==> src/rtl/uart_tx_fifo_if.sv <==
// Write-side and line-side signals of uart_tx_fifo, plus a debug view of the transmitter state.
// master = byte producer (testbench or upstream datapath), slave = uart_tx_fifo.
interface uart_tx_fifo_if;
  // wr_en is a one-cycle strobe with no ready: a byte is taken when wr_en is high at a rising
  // edge and the FIFO has room (or frees a slot on that same edge); otherwise overflow pulses.
  logic       wr_en;
  logic [7:0] wr_data;
  logic       full;
  logic       empty;
  logic       overflow;
  logic       uartbusy;
  logic       uart_txd;
  logic [2:0] state;

  modport master (
    output wr_en, wr_data,
    input  full, empty, overflow, uartbusy, uart_txd, state
  );

  modport slave (
    input  wr_en, wr_data,
    output full, empty, overflow, uartbusy, uart_txd, state
  );
endinterface

==> src/rtl/uart_tx_fifo.sv <==
// Byte FIFO feeding an 8N1 UART transmitter; uart_txd is registered and idles high.
// Define UART_TX_PARITY_EN to insert an even-parity bit (8E1 frames).
module uart_tx_fifo #(
  parameter int CLK_FREQ   = 1_000_000,
  parameter int BAUD       = 9_600,
  parameter int FIFO_DEPTH = 4
) (
  input logic          clk,
  input logic          reset,
  uart_tx_fifo_if.slave bus
);
  localparam int DIV = CLK_FREQ / BAUD;
  localparam int CW  = $clog2(DIV);
  localparam int AW  = $clog2(FIFO_DEPTH);
  localparam logic [CW-1:0] BAUD_LAST = CW'(DIV - 1);
  localparam logic [AW:0]   DEPTH_C   = (AW + 1)'(FIFO_DEPTH);

  typedef enum logic [2:0] {
    S_IDLE   = 3'd0,
    S_START  = 3'd1,
    S_DATA   = 3'd2,
`ifdef UART_TX_PARITY_EN
    S_PARITY = 3'd3,
`endif
    S_STOP   = 3'd4
  } state_t;

  state_t        state, state_nxt;
  logic [CW-1:0] baud_cnt;
  logic [2:0]    bit_idx;
  logic [7:0]    shreg;
  logic          txd_q, busy_q, ovf_q;
  logic [7:0]    mem [FIFO_DEPTH];
  logic [AW-1:0] wr_ptr, rd_ptr;
  logic [AW:0]   count;

  logic bit_done, empty, pop, push, txd_d;

  assign bit_done = (baud_cnt == BAUD_LAST);
  assign empty    = (count == '0);
  // A full FIFO still accepts a write on the edge where the transmitter frees a slot.
  assign push     = bus.wr_en && ((count != DEPTH_C) || pop);

  // State register plus everything that advances with it.
  always_ff @(posedge clk or posedge reset) begin
    if (reset) begin
      state    <= S_IDLE;
      baud_cnt <= '0;
      bit_idx  <= '0;
      shreg    <= '0;
      txd_q    <= 1'b1;
      busy_q   <= 1'b0;
      ovf_q    <= 1'b0;
      wr_ptr   <= '0;
      rd_ptr   <= '0;
      count    <= '0;
    end else begin
      state    <= state_nxt;
      baud_cnt <= (state == S_IDLE || bit_done) ? '0 : baud_cnt + 1'b1;
      if (pop)
        bit_idx <= '0;
      else if (state == S_DATA && bit_done)
        bit_idx <= bit_idx + 1'b1;
      if (pop)
        shreg <= mem[rd_ptr];
      txd_q  <= txd_d;
      busy_q <= (state != S_IDLE) || !empty;
      ovf_q  <= bus.wr_en && !push;
      if (push)
        wr_ptr <= wr_ptr + 1'b1;
      if (pop)
        rd_ptr <= rd_ptr + 1'b1;
      case ({push, pop})
        2'b10:   count <= count + 1'b1;
        2'b01:   count <= count - 1'b1;
        default: count <= count;
      endcase
    end
  end

  // Storage is not reset; pointers and count define what is valid.
  always_ff @(posedge clk) begin
    if (push)
      mem[wr_ptr] <= bus.wr_data;
  end

  always_comb begin
    state_nxt = state;
    case (state)
      S_IDLE:  if (!empty) state_nxt = S_START;
      S_START: if (bit_done) state_nxt = S_DATA;
      S_DATA:
        if (bit_done && bit_idx == 3'd7) begin
`ifdef UART_TX_PARITY_EN
          state_nxt = S_PARITY;
`else
          state_nxt = S_STOP;
`endif
        end
`ifdef UART_TX_PARITY_EN
      S_PARITY: if (bit_done) state_nxt = S_STOP;
`endif
      S_STOP:  if (bit_done) state_nxt = empty ? S_IDLE : S_START;
      default: state_nxt = S_IDLE;
    endcase
  end

  // The head byte leaves the FIFO when a frame starts from idle or straight out of a stop bit.
  always_comb begin
    pop   = !empty && ((state == S_IDLE) || (state == S_STOP && bit_done));
    txd_d = 1'b1;
    case (state)
      S_START:  txd_d = 1'b0;
      S_DATA:   txd_d = shreg[bit_idx];
`ifdef UART_TX_PARITY_EN
      S_PARITY: txd_d = ^shreg;
`endif
      default:  txd_d = 1'b1;
    endcase
  end

  assign bus.full     = (count == DEPTH_C);
  assign bus.empty    = empty;
  assign bus.overflow = ovf_q;
  assign bus.uartbusy = busy_q;
  assign bus.uart_txd = txd_q;
  assign bus.state    = state;
endmodule

==> src/flat_wrapper.sv <==
// flat-port wrapper written by rule: the top's interface ports become plain ports
module uart_tx_fifo_flat 
#(
  parameter int CLK_FREQ   = 1_000_000,
  parameter int BAUD       = 9_600,
  parameter int FIFO_DEPTH = 4
)
  (clk, reset, bus_wr_en, bus_wr_data, bus_full, bus_empty, bus_overflow, bus_uartbusy, bus_uart_txd, bus_state);
  uart_tx_fifo_if bus_i ();
  input logic clk;
  input logic reset;
  input wire logic [$bits(bus_i.wr_en)-1:0] bus_wr_en;
  input wire logic [$bits(bus_i.wr_data)-1:0] bus_wr_data;
  output wire logic [$bits(bus_i.full)-1:0] bus_full;
  output wire logic [$bits(bus_i.empty)-1:0] bus_empty;
  output wire logic [$bits(bus_i.overflow)-1:0] bus_overflow;
  output wire logic [$bits(bus_i.uartbusy)-1:0] bus_uartbusy;
  output wire logic [$bits(bus_i.uart_txd)-1:0] bus_uart_txd;
  output wire logic [$bits(bus_i.state)-1:0] bus_state;
  assign bus_i.wr_en = bus_wr_en;
  assign bus_i.wr_data = bus_wr_data;
  assign bus_full = bus_i.full;
  assign bus_empty = bus_i.empty;
  assign bus_overflow = bus_i.overflow;
  assign bus_uartbusy = bus_i.uartbusy;
  assign bus_uart_txd = bus_i.uart_txd;
  assign bus_state = bus_i.state;
  uart_tx_fifo #(.CLK_FREQ(CLK_FREQ), .BAUD(BAUD), .FIFO_DEPTH(FIFO_DEPTH)) u_core (.clk(clk), .reset(reset), .bus(bus_i));
endmodule
==> config.mk <==
export PLATFORM = sky130hd
export DESIGN_NAME = uart_tx_fifo_flat
export DESIGN_NICKNAME = d
export VERILOG_FILES = /design/src/rtl/uart_tx_fifo_if.sv /design/src/rtl/uart_tx_fifo.sv /design/src/flat_wrapper.sv
export SDC_FILE = /design/constraint.sdc
export NUM_CORES = 1
export LEC_CHECK = 0
export BUFFER_PORTS_ARGS = -buffer_cell sky130_fd_sc_hd__buf_4
export CAP_MARGIN = 20
export CORE_MARGIN = 3
export CORE_UTILIZATION = 61
export DETAILED_ROUTE_END_ITERATION = 6
export PLACE_DENSITY = 0.8
export SETUP_SLACK_MARGIN = 0.3
export SYNTH_ARGS = -nofsm -noshare
export SYNTH_HDL_FRONTEND = slang
export SYNTH_SLANG_ARGS = --single-unit
==> constraint.sdc <==
create_clock -name clk -period 9.1 [get_ports clk]
set_clock_uncertainty 0.1 [all_clocks]
set_input_delay 1.82 -clock clk [delete_from_list [all_inputs] [get_ports clk]]
set_output_delay 1.82 -clock clk [all_outputs]
set_load 0.1 [all_outputs]
==> run summary <==
status: completed
largest cells by area after synthesis: edfxtp_1 34%, dfrtp_1 26%, mux4_2 7.9%
Post-CTS Repair Setup Buffers: 0
Worst setup SP type: flop
maximum buffer depth of the clock tree: 2
die width: 74.2 um
via/cell ratio: 5.85
GRT Total Usage: 19.3%
setup tns final: 0 ns
Critical Path RT: 7.18 ns
gate count after technology mapping: 186
Initial Util: 64.3%
worst r2r dst: u_core.count[2]
Worst-path clk slew: 0.06 ns
YS warnings: 0
critical path endpoint category: primary output
sequential fraction of the synthesis area: 61.3%
die area: 0.00550 mm2
largest area contributor in the netlist: edfxtp_1
largest net degree at the start of global routing: 19
Slew @ Worst Pin: 0.626 ns
post-route ant nets: 0
count leader, synth: edfxtp_1
CTS buffer count: 9
IO buf count: 18
CTS Root Cell: clkbuf_8
routability cong.: 0.945
Tmin final: 3.55 ns
first-pass GRT wire length: 7650 um
CTS tree: done
worst skew pair latency: 0.34 ns
initial DRC count: 89
CP startpoint: u_core.count[1]
post-synthesis net count: 205
MaxCap Viol Count: 0
grt total ovfl: 0
CTS hold repair buffers: 0
HPWL after DPL: 3180 um
vias in the first global route: 1604
synthesized area: 0.00284 mm2
list of most frequent post-synthesis cells: 32 x edfxtp_1, 30 x dfrtp_1, 12 x nor2_1
period utilisation layout: 39.1%
VDD IR max: 176 uV
initial antenna violation count: 0
Avg WL per Cell: 17.2 um
CTS Sinks: 63
syn_area_per_cell: 15.2 um2
total number of vias: 1550
I/O pins: 19
H-tree Lvls: 3
Leak: 1.28 nW
register-to-register setup slack: 6.00 ns
crit path kind: flop to primary output
EDFF count, synth: 32
Worst Setup EP: bus_empty
worst-path maximum fanout: 6
fill cell count: 276
Power per Cell Area: 307 mW/mm2
total power: 0.000982 W
Antenna diodes: 0
FP Rows: 24
die height: 74.2 um
R2R Path Start: u_core.baud_cnt[0]
max frequency: 281 MHz
Initial DRT Pass Iterations: 5
Arr. time, crit path: 1.63 ns
Final Hold Viols: 0
share of layout cells above drive strength 1: 30.0%
Post-CTS Resized: 0
Area growth, synth to finish: 12.7%
ys async rst share: 49.2%
Worst Hold Class: flop to flop
Yosys cell types: 45
Yosys top cell area share: 33.9%
Final setup violation count: 0
RSZ-0062 raised after global routing: no
nets@finish: 227
fin. max-slew vios: 0
Slew headroom: 58.2%
# DRC: 0
Core Region: 0.00441 mm2
Primary FF master, synth: edfxtp_1
reg2reg path depth: 9
start point of the worst min-delay path: u_core.baud_cnt[0]
Routed WL: 4550 um
Synth Register Bits: 63
==> kinds of logic after synthesis <==
logic type      after synthesis  share of synthesized area, %
buf+inv                      14                          2.65
compound gates               16                          5.25
xor+xnor                     10                          3.09
mux                          25                          13.7
simple gates                 50                          10.3
fa+ha+maj                     8                          3.79
flops                        63                          61.3
==> critical path, stage by stage (launching register included) <==
cell     delay [ns]
dfrtp_1        0.43
or2_2          0.34
nor2_2         0.20
buf_4          0.33
==> worst min-delay path by stage <==
| stage | end | slack, ns | depth (start not counted) |
|---|---|---|---|
| after floorplan | u_core.baud_cnt[0] | 0.32 | 1 |
| after global placement | u_core.baud_cnt[0] | 0.34 | 1 |
| after detailed placement | u_core.baud_cnt[0] | 0.35 | 1 |
| after CTS | u_core.baud_cnt[0] | 0.36 | 1 |
| after global routing | u_core.baud_cnt[0] | 0.40 | 1 |
| final | u_core.baud_cnt[0] | 0.36 | 1 |
==> state kept, by name (all words and copies together), names as in the netlist <==
| register | cells |
|---|---|
| u_core.bit_idx | 3 |
| u_core.baud_cnt | 7 |
| u_core.bus.uartbusy | 1 |
| u_core.count | 3 |
| u_core.mem | 32 |
| u_core.rd_ptr | 2 |
| u_core.bus.state | 3 |
| u_core.wr_ptr | 2 |
| u_core.bus.uart_txd | 1 |
| u_core.bus.overflow | 1 |
| u_core.shreg | 8 |
==> per-stage QoR <==
stage / cell area, um2 / hold WS [ns] / setup slack [ns] / instances / utilization (%)
global route: 3200 / 0.397 / 5.49 / 265 / 72.4
finish: 3200 / 0.360 / 5.55 / 265 / 72.4
floorplan: 2840 / 0.323 / 5.32 / 186 / -
global placement: 2980 / 0.341 / 5.34 / 248 / 67.6
detailed placement: 3010 / 0.354 / 5.29 / 249 / 68.2
CTS: 3200 / 0.363 / 5.53 / 265 / 72.4
==> report_power, final <==
part	internal [W]	switching, W
sequential	0.000382	0.0000661
combinational	0.000131	0.000181
clock	0.000120	0.000101
==> cell usage in the layout (no fill, tap or decap), types with 2 or more instances in the layout <==
cell type,Yosys,final
a21oi_1,5,5
and2_1,5,5
and3_1,4,4
buf_4,1,18
clkbuf_8,0,12
clkinv_2,0,2
dfrtp_1,30,30
edfxtp_1,32,32
ha_1,7,7
inv_1,6,6
mux2_2,10,10
mux2i_1,5,5
mux4_2,10,10
nand2_1,4,4
nand2b_1,3,3
nand3_1,5,5
nand3b_1,2,2
nor2_1,12,12
nor2_2,2,2
nor3_1,2,2
nor3b_1,3,3
or3_1,2,2
xnor2_1,4,4
xor2_1,6,6
==> layer usage <==
metal / routed length, um / GRT usage [%]
met1: 2090 / 26.1
met2: 2180 / 28.6
met3: 194 / 6.76
met4: 82 / 8.25
met5: 0 / 0
==> area by class of cell <==
cell class	instances	area, um2	area share (%)
inverter	6	22.5	0.704
clock buffer	13	169	5.28
clock inverter	3	17.5	0.548
timing repair buffer	19	163	5.09
sequential	63	1740	54.3
multi-input combinational	109	1020	32.0
tap	52	65.1	2.03
Power figures use the tool's default switching activity.
